[src/rtl/down_counter_timer_pkg.sv]
// Shared state encodings and default widths for the down-counting timer.
// No logic, no latency, no flow control.
package down_counter_timer_pkg;

    localparam int DEF_WIDTH      = 8;
    localparam int DEF_PRESCALE_W = 4;

    typedef enum logic [1:0] {
        ST_IDLE    = 2'd0,
        ST_RUN     = 2'd1,
        ST_EXPIRED = 2'd2
    } state_t;

endpackage

[src/rtl/tick_prescaler.sv]
// Tick divider: tick every prescale+1 enabled cycles; tick decodes the registered pc.
// No backpressure; clr wins over en and holds pc at zero.
module tick_prescaler #(
    parameter int PRESCALE_W = 4
) (
    input  logic                  clk,
    input  logic                  reset,
    input  logic                  en,
    input  logic                  clr,
    input  logic [PRESCALE_W-1:0] prescale,
    output logic                  tick
);

    logic [PRESCALE_W-1:0] pc;

    // >= rather than == so a lowered prescale ticks next cycle instead of wrapping
    assign tick = en && !clr && (pc >= prescale);

    always_ff @(posedge clk or posedge reset) begin
        if (reset) begin
            pc <= '0;
        end else if (clr) begin
            pc <= '0;
        end else if (en) begin
            if (pc >= prescale) begin
                pc <= '0;
            end else begin
                pc <= pc + PRESCALE_W'(1);
            end
        end
    end

endmodule

[src/rtl/down_counter_timer.sv]
// Programmable down-counting timer with one-shot / auto-reload and stop/resume.
// All outputs registered or state-decoded (1-cycle response); no backpressure.
module down_counter_timer
    import down_counter_timer_pkg::*;
#(
    parameter int WIDTH      = DEF_WIDTH,
    parameter int PRESCALE_W = DEF_PRESCALE_W
) (
    input  logic                  clk,
    input  logic                  reset,
    input  logic                  load,
    input  logic [WIDTH-1:0]      load_val,
    input  logic                  start,
    input  logic                  stop,
    input  logic                  reload_en,
    input  logic [PRESCALE_W-1:0] prescale,
    output logic [WIDTH-1:0]      q_out,
    output logic                  busy,
    output logic                  expired,
    output logic                  tc
);

    state_t           state_q;
    state_t           state_d;
    logic [WIDTH-1:0] q_d;
    logic [WIDTH-1:0] reload_reg;
    logic [WIDTH-1:0] reload_d;
    logic             tc_d;
    logic             pc_en;
    logic             pc_clr;
    logic             tick;

    // Outside RUN the prescaler is parked at zero, so every accepted start begins a fresh period
    assign pc_en  = (state_q == ST_RUN);
    assign pc_clr = load || stop || (state_q != ST_RUN);

    tick_prescaler #(
        .PRESCALE_W (PRESCALE_W)
    ) u_tick_prescaler (
        .clk      (clk),
        .reset    (reset),
        .en       (pc_en),
        .clr      (pc_clr),
        .prescale (prescale),
        .tick     (tick)
    );

    assign busy    = (state_q == ST_RUN);
    assign expired = (state_q == ST_EXPIRED);

    always_comb begin
        state_d  = state_q;
        q_d      = q_out;
        reload_d = reload_reg;
        tc_d     = 1'b0;

        if (load) begin
            q_d      = load_val;
            reload_d = load_val;
            state_d  = ST_IDLE;
        end else if (stop) begin
            // stop also masks a same-cycle start in IDLE/EXPIRED
            if (state_q == ST_RUN) begin
                state_d = ST_IDLE;
            end
        end else if (start && (state_q == ST_IDLE)) begin
            if (q_out != '0) begin
                state_d = ST_RUN;
            end
        end else if (start && (state_q == ST_EXPIRED)) begin
            if (reload_reg != '0) begin
                q_d     = reload_reg;
                state_d = ST_RUN;
            end
        end else if ((state_q == ST_RUN) && tick) begin
            if (q_out > WIDTH'(1)) begin
                q_d = q_out - WIDTH'(1);
            end else if (q_out == WIDTH'(1)) begin
                tc_d = 1'b1;
                if (reload_en && (reload_reg != '0)) begin
                    q_d = reload_reg;
                end else begin
                    q_d     = '0;
                    state_d = ST_EXPIRED;
                end
            end else begin
                state_d = ST_EXPIRED;
            end
        end
    end

    always_ff @(posedge clk or posedge reset) begin
        if (reset) begin
            state_q    <= ST_IDLE;
            q_out      <= '0;
            reload_reg <= '0;
            tc         <= 1'b0;
        end else begin
            state_q    <= state_d;
            q_out      <= q_d;
            reload_reg <= reload_d;
            tc         <= tc_d;
        end
    end

endmodule

[config.mk]
export PLATFORM = sky130hd
export DESIGN_NAME = down_counter_timer
export DESIGN_NICKNAME = d
export VERILOG_FILES = /design/src/rtl/down_counter_timer_pkg.sv /design/src/rtl/tick_prescaler.sv /design/src/rtl/down_counter_timer.sv
export SDC_FILE = /design/constraint.sdc
export NUM_CORES = 1
export LEC_CHECK = 0
export BUFFER_PORTS_ARGS = -buffer_cell sky130_fd_sc_hd__buf_2
export CAP_MARGIN = 10
export CORE_UTILIZATION = 50
export DETAILED_ROUTE_END_ITERATION = 10
export GPL_TIMING_DRIVEN = 0
export HOLD_SLACK_MARGIN = 0.15
export MAX_ROUTING_LAYER = met4
export PLACE_DENSITY = 0.79
export SLEW_MARGIN = 20
export SYNTH_ARGS = -nofsm -noshare
export SYNTH_HDL_FRONTEND = slang
export SYNTH_SLANG_ARGS = --single-unit
[constraint.sdc]
create_clock -name clk -period 4.3 [get_ports clk]
set_input_delay 0 -clock clk [delete_from_list [all_inputs] [get_ports clk]]
set_output_delay 0 -clock clk [all_outputs]
set_load 0.1 [all_outputs]
Yosys cells after proc, flatten, opt, wreduce, memory -nomap -nowiden
Cells that the tools add are included.
{"block": "totals", "reg_bits": 23, "out_inout_bits": 11}
{"block": "op_classes", "n_addsub": 2, "order_cmp": 2, "eq_ne": 12, "muxes": 30, "reduce_logical": 18}
{"op": "$mux 8", "count": 9}
{"op": "$mux 2", "count": 11}
{"op": "$reduce_bool 8->1", "count": 2}
{"op": "$mux 4", "count": 3}
{"op": "$eq 8x1->1 const B", "count": 1}
{"op": "$gt 8x1->1 const B", "count": 1}
{"op": "$sub 8x1->8 const B", "count": 1}
{"op": "$mux 1", "count": 7}
{"op": "$logic_and 1x1->1", "count": 6}
{"op": "$ne 3x2->1 const B", "count": 2}
{"op": "$ne 6x6->1 const B", "count": 1}
{"op": "$reduce_and 6->1", "count": 1}
{"op": "$ne 5x4->1 const B", "count": 1}
{"op": "$ne 5x5->1 const B", "count": 1}
{"op": "$reduce_and 5->1", "count": 1}
{"op": "$reduce_bool 5->1", "count": 1}
{"op": "$add 4x1->4 const B", "count": 1}
{"op": "$ge 4x4->1", "count": 1}
{"op": "$ne 2x2->1 const B", "count": 2}
{"op": "$ne 4x3->1 const B", "count": 1}
{"op": "$reduce_bool 4->1", "count": 1}
{"op": "$reduce_bool 3->1", "count": 1}
{"op": "$eq 2x1->1 const B", "count": 1}
{"op": "$eq 2x2->1 const B", "count": 1}
{"op": "other kinds (5)", "count": 6}

Depth between registers and ports, before layout
Gate-level depths: netlist of the first run.
{"block": "logic_depth", "word_depth": 11, "mapped_depth": 10, "ltp_nobuf": 8}

By module
From an unflattened synthesis of the first run, not the netlist that was laid out.
{"block": "unflattened", "cells_unflattened": 175, "hier_area_um2": 1700.4}
{"module": "down_counter_timer", "n_inst": 1, "cells_each": 137, "area_per_inst_um2": 1343.8}
{"module": "tick_prescaler", "n_inst": 1, "cells_each": 38, "area_per_inst_um2": 356.6}

Worst setup path before layout of the first run
No wires, ideal clock.
{"block": "synth_path", "kind": "reg2reg", "from": "register q_out[0]", "to": "register q_out[2]", "setup_ns": 0.127, "arrival_time_ns": 2.535, "path_slack_ns": 1.638, "stages_incl_launch_ff": 10, "period_less_slack_ns": 2.662, "cell_sequence": "dfrtp_1 > inv_1 > ha_1 > clkbuf_1 > nor2_1 > nor4_4 > buf_6 > a31oi_1 > o221ai_1 > mux2_4"}
{"block": "synth_between", "elab_chain_len": 7, "elab_cells_between_ends": 11, "cone_classes": "add/sub: 1; order compare: 1; eq/ne: 1; mux: 6; reduce/logical: 2"}
{"item": "start: declaration", "line": "down_counter_timer.sv:17", "text": "output logic [WIDTH-1:0] q_out,"}
{"item": "start signal: assignment", "line": "down_counter_timer.sv:100", "text": "q_out <= q_d;"}
{"item": "$sub 8x1->8 / $gt 8x1->1 (equally long branches)", "line": "down_counter_timer.sv:77, down_counter_timer.sv:76"}
{"item": "$mux 8", "line": "down_counter_timer.sv:76", "text": "if (q_out > WIDTH'(1)) begin"}
{"item": "$mux 8", "line": "down_counter_timer.sv:75", "text": "end else if ((state_q == ST_RUN) && tick) begin"}
{"item": "$mux 8", "line": "down_counter_timer.sv:70", "text": "end else if (start && (state_q == ST_EXPIRED)) begin"}
{"item": "$mux 8", "line": "down_counter_timer.sv:66", "text": "end else if (start && (state_q == ST_IDLE)) begin"}
{"item": "$mux 8", "line": "down_counter_timer.sv:61", "text": "end else if (stop) begin"}
{"item": "$mux 8", "line": "down_counter_timer.sv:57", "text": "if (load) begin"}
Parallel ways exist; a longest one is shown, timed or not. The select of a mux whose other input is x is not followed.
A chain may end at the register's enable or synchronous reset.

Final worst setup path of the first run
{"block": "layout_path", "from": "register u_tick_prescaler.pc[2]", "to": "register q_out[1]"}
{"block": "layout_between", "elab_chain_len": 5}
{"item": "start: declaration", "line": "tick_prescaler.sv:14", "text": "logic [PRESCALE_W-1:0] pc;"}
{"item": "start signal: assignment", "line": "tick_prescaler.sv:28", "text": "pc <= pc + PRESCALE_W'(1);"}
{"item": "$ge 4x4->1", "line": "tick_prescaler.sv:17", "text": "assign tick = en && !clr && (pc >= prescale);"}
{"item": "$logic_and 1x1->1", "line": "tick_prescaler.sv:17"}
{"item": "$logic_and 1x1->1", "line": "down_counter_timer.sv:75"}
{"item": "$reduce_bool 3->1 (no source line)"}
{"item": "$reduce_and 5->1 (no source line)"}
Every way passes these cells.

==> results of run 1 <==
logic make-up after synthesis:
logic type,count (synthesis)
DFF,23
adders and majority gates,8
buffers and inverters,19
xor gates and xnor gates,4
muxes,5
and+or+nand+nor,84
AOI/OAI and AO/OA,41
metrics by stage:
step | hold slack, ns | power [mW] | instances | cell area [µm²]
after floorplan | 0.00192 | 0.618 | 184 | 1590
after global placement | 0.223 | 0.687 | 255 | 1780
after detailed placement | 0.225 | 0.692 | 255 | 1780
after CTS | 0.314 | 0.804 | 272 | 1930
after global routing | 0.385 | 0.855 | 272 | 1930
final | 0.307 | 0.807 | 272 | 1930
cell usage in the layout (no fill, tap or decap), drive strengths merged, types with 2 or more instances in the layout:
master       count
a21boi           2
clkbuf           8
nand3            3
o221ai           5
inv             12
nor3             7
and2             4
mux2             5
dlygate4sd3     13
a211oi           2
nand4            2
o21ai           12
o2111ai          2
nand2           35
a21o             2
nor2            13
or4              2
a21oi            4
a31oi            5
nor4             4
dfrtp           23
ha               8
xnor2            3
and3             4
nor2b            4
nand4b           2
buf             29
worst paths after layout:
kind,end,depth (start not counted),slack [ns]
worst max-delay path,q_out[1],8,1.89
worst min-delay path,u_tick_prescaler.pc[0],6,0.31
worst max register to register,q_out[1],8,1.89
worst min register to register,u_tick_prescaler.pc[0],1,0.50
max in group asynchronous,reload_reg[7],3,3.37
min in group asynchronous,q_out[0],3,0.38
where the power goes:
part	total [mW]	internal, mW	leakage (nW)	switching, mW
logic	0.410	0.123	0.610	0.287
registers	0.293	0.245	0.291	0.0483
clock network	0.104	0.0349	0.0177	0.0695
total	0.807	0.402	0.919	0.405
final cells by class:
| type | count | share of cell area [%] |
|---|---|---|
| clock inverter | 1 | 0.259 |
| timing repair buffer | 40 | 13.7 |
| tap | 44 | 2.85 |
| sequential | 23 | 29.8 |
| inverter | 12 | 2.33 |
| multi-input combinational | 142 | 47.8 |
| clock buffer | 3 | 1.17 |
| buffer | 7 | 2.14 |
repair_timing:
action	in CTS	in global routing
hold buffers	13	0
endpoints found under the hold margin	44	0
endpoints found under the setup margin	0	0
setup buffers	0	0
metal layers:
layer	track usage [%]	routed length, µm	vias up
li1	-	-	745
met2	40.2	1790	62
met1	36.1	1850	733
met3	3.52	211	12
met4	11.9	87	0
met5	-	0	-
cell usage after synthesis (3+ instances only):
cell type,n,area (µm²)
nand2_1,35,131
ha_1,8,100
a31oi_1,5,31.3
clkbuf_1,5,18.8
nor2b_1,4,25.0
xnor2_1,3,26.3
o221ai_1,5,43.8
a21oi_1,4,20.0
inv_1,12,45.0
and3_1,4,25.0
nand3_1,3,15.0
o21ai_0,12,60.1
and2_1,3,18.8
nor2_1,13,48.8
dfrtp_1,23,576
nor3_1,6,30.0
mux2_4,5,75.1
critical path: stages (launching register included):
cell and delay [ns]:
dfrtp_1 0.43, ha_1 0.28, o21a_1 0.11, nor2_1 0.05, a211oi_1 0.60, a21o_1 0.23, and2_4 0.14, buf_6 0.15
mux2_4 0.31
==> results by group, run 1 <==
Timing
  • Final setup violation count: 0
  • Final hold vios: 0
  • Tmin final: 2.41 ns
  • RSZ-0062 raised after global routing: no
  • Final WS setup: 1.89 ns
  • Slew margin rel.: 40.8%
  • FMAX: 415 MHz
  • TNS Setup: 0 ns
  • Ratio of final minimum period to clock period: 56.0%
  • Layout Skew: 0.0120 ns
  • Worst-margin pin slew: 0.887 ns
  • Fin. max-slew vios: 0

Yosys
  • Post-synth design cell area: 0.00159 mm²
  • Register area share after synthesis: 36.3%
  • #FFs+latches synth: 23
  • Average cell area after synthesis: 8.62 µm²
  • Syn_nets: 210
  • Post-synth EDFFs: 0
  • Ys Warns: 0
  • Simple-gate share of the synthesized area: 27.5%
  • Main synth FF type: dfrtp_1
  • Main combinational cell family by area after synthesis: simple AND/OR/NAND/NOR gates
  • Synth Area in Compound Gates: 17.4%
  • Post-synthesis mux area share: 4.74%
  • Post-synthesis cell type count: 44
  • Fraction of registers with async set or reset after synthesis: 100%
  • XOR/XNOR share of the synthesized area: 2.21%
  • Adder-cell share of the synthesized area: 6.31%
  • Mapped Cells: 184

Worst setup path
  • CP Launch Type: register
  • Critical Path Start: u_tick_prescaler.pc[2]
  • CP max FO: 8
  • Critical path class: register to register
  • Worst r2r src: u_tick_prescaler.pc[2]
  • CP Data Arrival Time: 2.62 ns
  • Crit. End Element: register
  • CP required: 4.51 ns

Clocking
  • CTS sink count: 23
  • Clk_lat worst skew: 0.32 ns
  • Htree depth: 1
  • # resized after CTS: 0
  • Num CTS Buffers: 3
  • CTS root buf: clkbuf_4
  • Maximum clock insertion buffer count: 2
  • CTS tree: done
  • Clk slew on worst S/H paths: 0.14 ns

Placed design
  • GP Congestion: 0.915
  • Detailed Place HPWL: 2710 µm
  • Pre-CTS setup slack: 1.93 ns
  • Port bufs: 27

Worst hold path
  • Worst hold start: prescale[0]
  • Hold Path Class: primary input to register

Route
  • Vias post-DR: 1552
  • Vias/cell: 5.71
  • Antenna-violating nets left: 0
  • Wire per inst: 14.5 µm
  • DRT iter0 DRCs: 57
  • WL final: 3940 µm
  • Drt first pass iters: 4
  • Remaining DRCs: 0

Status
  • Status: complete, no violations

Finish
  • Footprint of the multi-input gates: 923 µm²
  • Final Net Count: 255
  • Fillers: 261
  • Antenna Diode Count: 0
  • Fin util: 63.8%
  • Share of post-route cells with drive strength above 1: 18.9%
  • Sequential cell area: 576 µm²
  • Area Growth Syn to Fin: 21.9%

Die
  • Die ar.: 0.00340 mm²
  • Starting Density: 52.4%
  • I/O pin cnt: 29
  • Die Wd: 58.3 µm
  • Core area: 0.00303 mm²
  • Row count: 20
  • Die height: 58.3 µm

Global route
  • Antenna violations before repair: 0
  • Tot GR Track Use: 26.7%
  • Gr ovfl total: 0
  • Largest net degree at the start of global routing: 24
  • Number of global-route vias before repair: 1531
  • First-pass GRT wire length: 6790 µm

Power
  • PwrDens: 417 mW/mm²
  • Maximum VDD drop: 281 µV
  • Static leakage: 0.919 nW

Job
  • MaxCap Viol Count: 0
No activity file was read; power rests on OpenSTA's default activity.
==> inputs of run 2 (changes only) <==
--- a/config.mk
+++ b/config.mk
@@ -5,6 +5,7 @@
 export SDC_FILE = /design/constraint.sdc
 export NUM_CORES = 1
 export LEC_CHECK = 0
+export ABC_AREA = 1
 export BUFFER_PORTS_ARGS = -buffer_cell sky130_fd_sc_hd__buf_2
 export CAP_MARGIN = 10
 export CORE_UTILIZATION = 50
@@ -12,7 +13,7 @@
 export GPL_TIMING_DRIVEN = 0
 export HOLD_SLACK_MARGIN = 0.15
 export MAX_ROUTING_LAYER = met4
-export PLACE_DENSITY = 0.79
+export PLACE_DENSITY = 0.78
 export SLEW_MARGIN = 20
 export SYNTH_ARGS = -nofsm -noshare
 export SYNTH_HDL_FRONTEND = slang
==> constraint.sdc (replaced) <==
create_clock -name clk -period 2.29 [get_ports clk]
set_input_delay 0 -clock clk [delete_from_list [all_inputs] [get_ports clk]]
set_output_delay 0 -clock clk [all_outputs]
set_load 0.1 [all_outputs]
==> run 2 against run 1 <==
Against the previous run: cell count grew 31%; synthesized cell count is 45% higher; clock power increased by 90%; clock skew shrank 0.0075 ns.
==> results by group, run 2 <==
Clocking
  • Maximum clock insertion buffer count: 2 (unchanged)
  • Postcts setup bufs: 0 (unchanged)
  • # resized after CTS: 0 (unchanged)
  • Clk_lat worst skew: 0.32 ns (about the same)
  • Num CTS Buffers: 3 (unchanged)
  • Clk slew on worst S/H paths: 0.14 ns (about the same)
  • Htree depth: 1 (unchanged)
  • # hold bufs at CTS: 13 (unchanged)
  • CTS tree: done (unchanged)
  • CTS sink count: 23 (unchanged)
  • CTS root buf: clkbuf_4 (unchanged)

Worst setup path
  • Crit path largest cell delay: 0.55 ns (was 0.60 ns)
  • Critical path's top delay family: buffers and inverters (was compound AO/OA/AOI/OAI gates)
  • Crit. End Element: register (unchanged)
  • Crit path max-delay cell type: dlygate4sd3_1 (was a211oi_1)
  • Critical Path Start: q_out[1] (was u_tick_prescaler.pc[2])
  • Worst Path Buf+Inv: 2 (was 1)
  • CP Data Arrival Time: 2.28 ns (was 2.62 ns)
  • Critical path class: register to register (unchanged)
  • Crit-path cells: inv_1 > ha_1 > nand2_2 > nor2_4 > nand2_2 > nor2_1 > nor2_1 > nand3b_1 > dlygate4sd3_1 > nand2_1 (was ha_1 > o21a_1 > nor2_1 > a211oi_1 > a21o_1 > and2_4 > buf_6 > mux2_4)
  • Worst r2r src: q_out[1] (was u_tick_prescaler.pc[2])
  • Register-to-register setup slack: 0.24 ns (was 1.89 ns)
  • CP Launch Type: register (unchanged)
  • Reg2Reg Capture Point: state_q[0] (was q_out[1])
  • CP required: 2.52 ns (was 4.51 ns)
  • CP max FO: 4 (was 8)
  • R2R cell count: 10 (was 8)

Yosys
  • Register area share after synthesis: 32.3% (was 36.3%)
  • Post-synth design cell area: 0.00178 mm² (was 0.00159 mm²)
  • Top-count cell post-synth: nand2_1 (unchanged)
  • Ys Warns: 0 (unchanged)
  • Fraction of registers with async set or reset after synthesis: 100% (unchanged)
  • Main synth FF type: dfrtp_1 (unchanged)
  • Yosys top cell by area: dfrtp_1 (unchanged)
  • #FFs+latches synth: 23 (unchanged)
  • Syn_nets: 292 (was 210)
  • Mapped Cells: 266 (was 184)
  • Synth top cells by count: nand2_1, inv_1, nand3_1 (was nand2_1, dfrtp_1, nor2_1)
  • Synth top area share: 32.3% (was 36.3%)
  • Post-synth EDFFs: 0 (unchanged)
  • Synth area leaders: dfrtp_1, nand2_1, nand3_1, inv_1, nor2_1 (was dfrtp_1, nand2_1, ha_1, mux2_4, o21ai_0)
  • Post-synthesis cell type count: 27 (was 44)
  • Average cell area after synthesis: 6.70 µm² (was 8.62 µm²)

Timing
  • WHS: 0.166 ns (was 0.307 ns)
  • Tmin final: 2.05 ns (was 2.41 ns)
  • Final setup violation count: 0 (unchanged)
  • Ratio of final minimum period to clock period: 89.3% (was 56.0%)
  • TNS Setup: 0 ns (unchanged)
  • Slew margin rel.: 40.5% (was 40.8%)
  • FMAX: 489 MHz (was 415 MHz)
  • Final WS setup: 0.245 ns (was 1.89 ns)
  • RSZ-0062 raised after global routing: no (unchanged)
  • Fin. max-slew vios: 0 (unchanged)
  • Final hold vios: 0 (unchanged)
  • Layout Skew: 0.00442 ns (was 0.0120 ns)
  • Worst-margin pin slew: 0.891 ns (was 0.887 ns)

Finish
  • Share of post-route cells with drive strength above 1: 17.8% (was 18.9%)
  • Fin util: 63.3% (was 63.8%)
  • Most frequent cells in the layout: nand2_1, inv_1, nand3_1 (was nand2_1, buf_2, dfrtp_1)
  • Fillers: 332 (was 261)
  • Final Net Count: 336 (was 255)
  • Commonest non-fill, non-tap cell in the layout: nand2_1 (unchanged)
  • Antenna Diode Count: 0 (unchanged)
  • Area Growth Syn to Fin: 19.4% (was 21.9%)

Power
  • Maximum VDD drop: 1040 µV (was 281 µV)
  • Total power: 2.22 mW (was 0.807 mW)
  • PwrDens: 1040 mW/mm² (was 417 mW/mm²)
  • Static leakage: 1.20 nW (was 0.919 nW)

Global route
  • Number of global-route vias before repair: 1563 (was 1531)
  • Largest net degree at the start of global routing: 24 (unchanged)
  • Antenna violations before repair: 0 (unchanged)
  • Gr ovfl total: 0 (unchanged)
  • First-pass GRT wire length: 6350 µm (was 6790 µm)
  • Tot GR Track Use: 23.3% (was 26.7%)

Die
  • Die ar.: 0.00381 mm² (was 0.00340 mm²)
  • Core area: 0.00336 mm² (was 0.00303 mm²)
  • Die Wd: 61.7 µm (was 58.3 µm)
  • Die height: 61.7 µm (was 58.3 µm)
  • Starting Density: 53.0% (was 52.4%)
  • Row count: 21 (was 20)
  • I/O pin cnt: 29 (unchanged)

Route
  • Remaining DRCs: 0 (unchanged)
  • Metal3 WL: 86 µm (was 211 µm)
  • Vias post-DR: 1715 (was 1552)
  • Uppermost routed layer: met4 (unchanged)
  • Routed wl met2: 1970 µm (was 1790 µm)
  • Vias/cell: 4.83 (was 5.71)
  • DRT iter0 DRCs: 87 (was 57)
  • Wire per inst: 11.0 µm (was 14.5 µm)
  • Antenna-violating nets left: 0 (unchanged)
  • M1 WL: 1800 µm (was 1850 µm)
  • Drt first pass iters: 4 (unchanged)
  • WL final: 3890 µm (was 3940 µm)

Placed design
  • Port bufs: 26 (was 27)
  • GP Congestion: 0.902 (was 0.915)
  • Pre-CTS setup slack: 0.590 ns (was 1.93 ns)
  • Detailed Place HPWL: 2930 µm (was 2710 µm)

Worst hold path
  • Hold path cells: 6 (unchanged)
  • Worst hold start: stop (was prescale[0])
  • Worst hold endpoint: tc (was u_tick_prescaler.pc[0])
  • Hold Path Class: primary input to register (unchanged)

Job
  • MaxCap Viol Count: 0 (unchanged)

Status
  • Status: complete, no violations (unchanged)
## run 2: final cells by class
class	count	area, µm²	share of cell area, %
tap	46	57.6	2.70
clock buffer	3	22.5	1.06
timing repair buffer	39	260	12.2
sequential	23	576	27.0
inverter	37	144	6.76
clock inverter	1	5.00	0.235
multi-input combinational	202	1040	48.7
buffer	4	27.5	1.29
## run 2: per-stage QoR
| stage | area (µm²) | instances |
|---|---|---|
| after CTS | 2130 | 355 |
| after global routing | 2130 | 355 |
| after global placement | 1970 | 338 |
| after detailed placement | 1970 | 338 |
| after floorplan | 1780 | 266 |
| final | 2130 | 355 |
## run 2: how the worst max path moves through the flow
| stage | end | cells past startpoint | slack (ns) |
|---|---|---|---|
| after CTS | state_q[0] | 10 | 0.27 |
| after floorplan | q_out[0] | 10 | 0.09 |
| final | state_q[0] | 10 | 0.24 |
| after detailed placement | q_out[3] | 11 | 0.59 |
| after global placement | q_out[4] | 11 | 0.62 |
| after global routing | state_q[0] | 10 | 0.16 |
## run 2: routing by layer
layer	vias up	GRT usage [%]
met5	-	-
met4	0	5.40
met3	5	2.48
met2	23	42.5
met1	779	27.5
li1	908	-
## run 2: power by group
part	total (mW)	internal [mW]	switching, mW
Sequential	0.591	0.480	0.111
Combinational	1.43	0.384	1.05
Clock	0.198	0.0655	0.132
Total	2.22	0.929	1.29
## run 2: logic make-up after synthesis
| kind of cell | synth area share [%] |
|---|---|
| and+or+nand+nor | 47.0 |
| adders and majority gates | 5.61 |
| xor gates and xnor gates | 1.47 |
| AOI/OAI and AO/OA | 4.00 |
| DFF | 32.3 |
| buffers and inverters | 9.61 |
## run 2: tightest hold or removal path, cell delays in order
cell     delay (ns)
buf_2          0.07
inv_1          0.06
nand2_2        0.12
nor3_4         0.06
nand2_1        0.10
nor2_1         0.05
